File: config.mk
export PLATFORM = sky130hd
export DESIGN_NAME = bit_unstuff_decoder
export DESIGN_NICKNAME = d
export VERILOG_FILES = /design/src/rtl/bit_unstuff_decoder.sv
export SDC_FILE = /design/constraint.sdc
export NUM_CORES = 1
export LEC_CHECK = 0
export CAP_MARGIN = 20
export CORE_MARGIN = 3
export CORE_UTILIZATION = 23
export CTS_CLUSTER_SIZE = 24
export DETAILED_ROUTE_END_ITERATION = 10
export HOLD_SLACK_MARGIN = 0.03
export SKIP_LAST_GASP = 1
export SLEW_MARGIN = 20
export SYNTH_ARGS = -nofsm -noshare
export SYNTH_HDL_FRONTEND = slang
export SYNTH_SLANG_ARGS = --single-unit
export TNS_END_PERCENT = 100
File: constraint.sdc
create_clock -name clock -period 1.9 [get_ports clock]
set_input_delay 0.475 -clock clock [delete_from_list [all_inputs] [get_ports clock]]
set_output_delay 0.475 -clock clock [all_outputs]
set_load 0.05 [all_outputs]
File: src/rtl/bit_unstuff_decoder.sv
// Receive-path bit unstuffer: drops the 0 stuffed after every RUN_LEN consecutive 1s,
// flags stuffing violations, marks packet end and counts removed stuff bits per packet.
module bit_unstuff_decoder #(
   parameter int RUN_LEN = 6,
   parameter int CNT_W   = 8
) (
   input  logic             clock,
   input  logic             reset,
   input  logic             in_sending,
   input  logic             in_bit,
   output logic             out_bit,
   output logic             out_valid,
   output logic             stuff_err,
   output logic             pkt_done,
   output logic [CNT_W-1:0] stuff_cnt,
   output logic             busy
);

   localparam int ONES_W = $clog2(RUN_LEN + 1);
   localparam logic [ONES_W-1:0] RUN_MAX = ONES_W'(RUN_LEN);
   localparam logic [CNT_W-1:0]  CNT_MAX = '1;

   typedef enum logic [1:0] {IDLE, RUN, STUFF, ERROR} state_t;

   state_t            state;
   logic [ONES_W-1:0] ones;
   logic [ONES_W-1:0] ones_inc;

   assign ones_inc = ones + ONES_W'(1);

   // Strobes default low every cycle so each one lasts exactly one cycle.
   always_ff @(posedge clock or posedge reset) begin
      if (reset) begin
         state     <= IDLE;
         ones      <= '0;
         out_bit   <= 1'b0;
         out_valid <= 1'b0;
         stuff_err <= 1'b0;
         pkt_done  <= 1'b0;
         stuff_cnt <= '0;
         busy      <= 1'b0;
      end else begin
         out_bit   <= 1'b0;
         out_valid <= 1'b0;
         stuff_err <= 1'b0;
         pkt_done  <= 1'b0;
         if (state == IDLE) begin
            if (in_sending) begin
               // A single bit can never complete a run because RUN_LEN is at least 2.
               stuff_cnt <= '0;
               out_valid <= 1'b1;
               out_bit   <= in_bit;
               ones      <= ONES_W'(in_bit);
               state     <= RUN;
               busy      <= 1'b1;
            end
         end else if (!in_sending) begin
            pkt_done <= 1'b1;
            ones     <= '0;
            state    <= IDLE;
            busy     <= 1'b0;
         end else begin
            case (state)
               RUN: begin
                  out_valid <= 1'b1;
                  out_bit   <= in_bit;
                  if (in_bit) begin
                     ones <= ones_inc;
                     if (ones_inc == RUN_MAX)
                        state <= STUFF;
                  end else begin
                     ones <= '0;
                  end
               end
               STUFF: begin
                  ones <= '0;
                  if (in_bit) begin
                     stuff_err <= 1'b1;
                     state     <= ERROR;
                  end else begin
                     if (stuff_cnt != CNT_MAX)
                        stuff_cnt <= stuff_cnt + CNT_W'(1);
                     state <= RUN;
                  end
               end
               default: begin
                  ones <= '0;
               end
            endcase
         end
      end
   end

endmodule

==> results.json, run 1 <==
{
  "rsz0062_at_grt": "false",
  "cts_num_sinks": 18,
  "r2r-start": "state[1]$_DFFE_PP0P_",
  "final_antenna_net_count": 0,
  "synth-seq-cells": 18,
  "setup_viol_count_final": 0,
  "syn_nets": 111,
  "core_area_mm2": 0.00412,
  "fin_crit_ns": 1.77,
  "r2r_end": "state[1]$_DFFE_PP0P_",
  "overflow": 0,
  "grt_pass1_vias": 880,
  "path_clk_slew_ns": 0.07,
  "wire_per_inst_um": 12.0,
  "rows": 23,
  "seqPwrFrac": 0.289,
  "syn_to_final_growth_pct": 35.1,
  "synth_top_area_cell": "dfrtp_1",
  "grt_pass1_wl_um": 3870,
  "start_kind": "register",
  "tightest_slew_ns": 0.355,
  "hold_path.class": "register to register",
  "fin_crit_sh": 0.934,
  "fin_cells": 179,
  "finalHoldViolations": 0,
  "via_count": 815,
  "synthesis.instances": 98,
  "clk_path_buf_depth": 2,
  "routed_wl_um": 2150,
  "drt_iter0_drc": 13,
  "ctsHtreeMaxLevel": 1,
  "clock_skew_ns": 0.00360,
  "yosys.area.top_type_share": 0.448,
  "slew_violations": 0,
  "maxCapViolCount": 0,
  "max_slew_margin": 0.763,
  "place_area_mm2": 0.00129,
  "crit_arrival_ns": 1.95,
  "yosys_warnings": 0,
  "synth_area_per_cell_um2": 10.3,
  "min_path_cells": 1,
  "drive_gt1_frac": 0.287,
  "fin_nets": 144,
  "ir_worst_vdd_mv": 0.690,
  "crit_fanout": 8,
  "holdCritStartpoint": "state[1]$_DFFE_PP0P_",
  "fmax_ghz": 0.564,
  "synth_seq_area_share": 0.448,
  "viasPerCell": 4.55,
  "root_buffer": "clkbuf_8",
  "dr.pass1.iters": 4,
  "numPortBuffers": 16,
  "outcome": "complete, no violations",
  "synthTopCellsByArea": "dfrtp_1, ha_1, o21ai_0",
  "switching_share": 0.422,
  "start_util": 0.244,
  "power_frac_clock": 0.140,
  "fin_area_mm2": 0.00136,
  "powerDensity_mw_per_mm2": 1360,
  "required_ns": 2.07,
  "fillerInstances": 429,
  "cts_tree": "yes",
  "critical_path.startpoint": "state[1]$_DFFE_PP0P_",
  "die_area_mm2": 0.00520,
  "grt_usage": 0.0921,
  "n_antenna_cell": 0,
  "post-dp-hpwl_um": 1760,
  "clk_latency_ns": 0.25,
  "cp-end-kind": "register",
  "grt_max_degree": 19,
  "drc": 0,
  "hold_end": "out_valid$_DFF_PP0_",
  "worstSetupPathType": "register to register",
  "combPwrFrac": 0.570,
  "syn_area_mm2": 0.00100,
  "antenna_found_initial": 0,
  "ios": 17,
  "switchingPower_mw": 0.780,
  "gp_congestion": 0.875,
  "cts_buffers": 3,
  "r2r_slack_ns": 0.13,
  "die_y_um": 72.1,
  "internal_power_mw": 1.07,
  "die_w_um": 72.1,
  "placedCellCount": 175,
  "leakage_nw": 0.638,
  "ys_types": 29,
  "reg2reg_depth": 7
}
==> cells in the final DEF, fill, tap and decap left out, drive strengths merged <==
master,count
a41oi,1
a221oi,1
dfrtp,18
o21ai,9
clkdlybuf4s50,2
nand4,2
nor3b,2
o31ai,4
a2111oi,1
and2,1
or3,2
nor2,4
a31oi,1
nor4b,1
nand3,2
o221ai,1
nor2b,1
ha,9
clkbuf,3
mux2i,3
xor2,1
a21boi,3
or4,2
dlymetal6s2s,1
buf,27
nand2,10
nand4b,1
a21oi,4
inv,10
nand2b,2
==> area by class of cell <==
cell class | count | area [um^2] | share of cell area
multi-input cells | 68 | 518 | 0.382
clock buffers | 3 | 41.3 | 0.0304
inverters | 10 | 37.5 | 0.0276
well taps | 50 | 62.6 | 0.0461
repair buffers | 30 | 248 | 0.182
flip-flops and latches | 18 | 450 | 0.332
==> worst max-delay path by stage <==
stage	end	slack (ns)	depth (start not counted)
3_3_place_gp	state[1]$_DFFE_PP0P_	-0.13	6
2_1_floorplan	stuff_cnt[0]$_DFFE_PP0P_	0.06	6
3_5_place_dp	ones[2]$_DFFE_PP0N_	-0.24	7
5_1_grt	stuff_cnt[5]$_DFFE_PP0P_	0.004	6
4_1_cts	ones[2]$_DFFE_PP0N_	0.01	7
6_report	state[1]$_DFFE_PP0P_	0.13	7
==> metrics by stage <==
step / TNS (ns) / util / setup slack, ns / power, mW / hold slack, ns
3_3_place_gp: -0.667 / 0.314 / -0.130 / 1.54 / 0.436
3_5_place_dp: -1.25 / 0.314 / -0.237 / 1.57 / 0.443
2_1_floorplan: 0 / - / 0.0627 / 1.21 / 0.414
4_1_cts: 0 / 0.324 / 0.0117 / 1.84 / 0.452
5_1_grt: 0 / 0.330 / 0.00393 / 2.00 / 0.478
6_report: 0 / 0.330 / 0.126 / 1.85 / 0.460
==> cell families (layout without fill, tap and decap cells) <==
kind of cell / Yosys count / count (layout) / share of synthesized area
xor gates and xnor gates: 1 / 1 / 0.00872
AOI/OAI and AO/OA: 25 / 25 / 0.183
and+or+nand+nor: 30 / 30 / 0.169
DFF: 18 / 18 / 0.448
buffers and inverters: 12 / 43 / 0.0486
adders and majority gates: 9 / 9 / 0.112
muxes: 3 / 3 / 0.0299
==> flip-flops by register name, indices dropped and copies added, names as in the netlist <==
name / count
stuff_err: 1
stuff_cnt: 8
pkt_done: 1
state: 2
ones: 3
out_bit: 1
out_valid: 1
busy: 1
==> power groups by stage <==
stage,clock [mW],sequential (mW),combinational (mW)
floorplan,0,0.737,0.469
global placement,0,0.539,0.997
detailed placement,0,0.542,1.03
CTS,0.272,0.534,1.03
global route,0.289,0.551,1.16
finish,0.259,0.535,1.05
==> Yosys cell counts, drive strengths merged <==
master	count
nor4b	1
a31oi	1
o221ai	1
or3	2
nand2	10
nand2b	2
buf	1
nand4	2
and2	1
clkbuf	1
a221oi	1
a21boi	3
a41oi	1
ha	9
nor2	4
inv	10
nand3	2
dfrtp	18
nand4b	1
nor2b	1
xor2	1
a21oi	4
a2111oi	1
o31ai	4
or4	2
nor3b	2
o21ai	9
mux2i	3
==> repair_timing <==
| action | in CTS | in global routing |
|---|---|---|
| setup endpoints to repair | 0 | 5 |
| hold buffers | 0 | 0 |
| setup buffers | 0 | 1 |
| gates resized for setup | 0 | 5 |
==> critical path, cell delays in order (launching register included) <==
cell	delay, ns
dfrtp_1	0.38
inv_2	0.07
ha_4	0.17
buf_4	0.16
ha_1	0.20
buf_4	0.14
a2111oi_4	0.35
mux2i_1	0.23
==> routing by layer <==
| metal | wire (um) | vias up | track usage |
|---|---|---|---|
| met3 | 69 | 2 | 0.0180 |
| met2 | 1160 | 10 | 0.170 |
| met5 | 0 | - | 0 |
| met4 | 8 | 0 | 0.0376 |
| li1 | - | 415 | - |
| met1 | 911 | 388 | 0.102 |
Power figures use the tool's default switching activity.
==> run 2: changes to the inputs <==
--- a/config.mk
+++ b/config.mk
@@ -11,6 +11,7 @@
 export CTS_CLUSTER_SIZE = 24
 export DETAILED_ROUTE_END_ITERATION = 10
 export HOLD_SLACK_MARGIN = 0.03
+export SETUP_SLACK_MARGIN = 0.3
 export SKIP_LAST_GASP = 1
 export SLEW_MARGIN = 20
 export SYNTH_ARGS = -nofsm -noshare
==> results.json, run 2 (synthesized netlist as in run 1, its figures left out) <==
{
  "routed_wl_um": 2210,
  "drive_gt1_frac": 0.417,
  "hold_path.class": "register to register",
  "mostFrequentLayoutCells": "buf_4, dfrtp_1, nand2_1, o21ai_0, inv_1",
  "grt_pass1_wl_um": 3670,
  "grt_pass1_vias": 815,
  "reg.largest.list": "stuff_cnt: 8 flops, ones: 3 flops, state: 2 flops",
  "cts_num_sinks": 18,
  "cts_buffers": 3,
  "die_w_um": 72.1,
  "numPortBuffers": 16,
  "ios": 17,
  "crit_fanout": 6,
  "viasPerCell": 4.58,
  "antenna_found_initial": 0,
  "holdCritStartpoint": "state[1]$_DFFE_PP0P_",
  "clk_latency_ns": 0.25,
  "ir_worst_vdd_mv": 0.763,
  "setup_viol_count_final": 0,
  "die_y_um": 72.1,
  "post-dp-hpwl_um": 1680,
  "worstSetupPathType": "register to register",
  "cts_tree": "yes",
  "clock_skew_ns": 0.00699,
  "powerDensity_mw_per_mm2": 1390,
  "r2r-start": "state[0]$_DFFE_PP0P_",
  "setup_tns_ns": 0,
  "slew_violations": 0,
  "max_slew_margin": 0.793,
  "top_register": "stuff_cnt",
  "fmax_ghz": 0.588,
  "critical_path.startpoint": "state[0]$_DFFE_PP0P_",
  "cp-end-kind": "register",
  "fin_crit_ns": 1.70,
  "maxCapViolCount": 0,
  "fin_nets": 146,
  "fillerInstances": 412,
  "dr.pass1.iters": 4,
  "drc": 0,
  "outcome": "complete, no violations",
  "wire_per_inst_um": 12.1,
  "syn_to_final_growth_pct": 46.8,
  "die_area_mm2": 0.00520,
  "final_common_cell": "buf_4",
  "gp_congestion": 0.861,
  "fin_crit_sh": 0.895,
  "rows": 23,
  "n_antenna_cell": 0,
  "overflow": 0,
  "start_util": 0.244,
  "drt_iter0_drc": 12,
  "finalHoldViolations": 0,
  "core_area_mm2": 0.00412,
  "fin_area_mm2": 0.00148,
  "ctsHtreeMaxLevel": 1,
  "largest_reg_flops": 8,
  "path_clk_slew_ns": 0.07,
  "grt_max_degree": 19,
  "grt_usage": 0.0889,
  "leakage_nw": 0.644,
  "start_kind": "register",
  "root_buffer": "clkbuf_8",
  "rsz0062_at_grt": "true",
  "via_count": 834,
  "clk_path_buf_depth": 2,
  "final_antenna_net_count": 0,
  "crit_arrival_ns": 1.87,
  "place_area_mm2": 0.00129,
  "tightest_slew_ns": 0.310,
  "required_ns": 2.07
}
run 2: report_power, final:
group	total (mW)	internal, mW	switching (mW)
clock network	0.313	0.184	0.129
registers	0.564	0.479	0.0848
logic	1.18	0.532	0.644
total	2.05	1.19	0.857
run 2: cell type report:
cell class	count	area, um^2	share of cell area
repair buffers	32	249	0.169
well taps	50	62.6	0.0424
inverters	10	37.5	0.0254
flip-flops and latches	18	458	0.310
clock buffers	4	55.1	0.0373
multi-input cells	68	613	0.416
run 2: final timing paths:
kind | end | cells past startpoint | slack [ns]
max | stuff_cnt[5]$_DFFE_PP0P_ | 6 | 0.20
min | out_valid$_DFF_PP0_ | 1 | 0.47
max reg2reg | stuff_cnt[5]$_DFFE_PP0P_ | 6 | 0.20
min reg2reg | out_valid$_DFF_PP0_ | 1 | 0.47
max in group asynchronous | stuff_cnt[5]$_DFFE_PP0P_ | 3 | 1.15
min in group asynchronous | out_valid$_DFF_PP0_ | 3 | 0.53
run 2: timing repair:
item	CTS	global route
endpoints found under the setup margin	12	13
pin swaps	3	1
resized for setup	15	1
hold buffers	0	0
setup buffers	5	2
run 2: per-stage QoR:
| stage | util | hold slack [ns] | power, mW | setup slack (ns) | instances |
|---|---|---|---|---|---|
| finish | 0.358 | 0.468 | 2.05 | 0.200 | 182 |
| global route | 0.358 | 0.489 | 2.20 | 0.124 | 182 |
| CTS | 0.353 | 0.465 | 2.02 | 0.213 | 180 |
| detailed placement | 0.314 | 0.443 | 1.55 | -0.0820 | 171 |
| global placement | 0.314 | 0.440 | 1.52 | -0.0661 | 171 |
| floorplan | - | 0.413 | 1.26 | 0.275 | 98 |
run 2: critical path, cell delays in order, from the launching register on:
cell and delay [ns]:
dfrtp_1 0.40, inv_2 0.12, ha_4 0.16, nand4b_1 0.16
o221ai_4 0.16, or4_1 0.49, a21boi_1 0.13
run 2: metal layers:
| layer | track usage | part of all wire | vias to the layer above |
|---|---|---|---|
| li1 | - | - | 422 |
| met4 | 0.0376 | 0.0036 | 0 |
| met5 | 0 | 0 | - |
| met1 | 0.0996 | 0.40 | 402 |
| met2 | 0.160 | 0.56 | 8 |
| met3 | 0.0208 | 0.030 | 2 |
==> run 3: changes to the inputs <==
--- a/config.mk
+++ b/config.mk
@@ -17,4 +17,3 @@
 export SYNTH_ARGS = -nofsm -noshare
 export SYNTH_HDL_FRONTEND = slang
 export SYNTH_SLANG_ARGS = --single-unit
-export TNS_END_PERCENT = 100
==> results of run 3 <==
Final layout, timing and power as in run 2 (identical DEF).
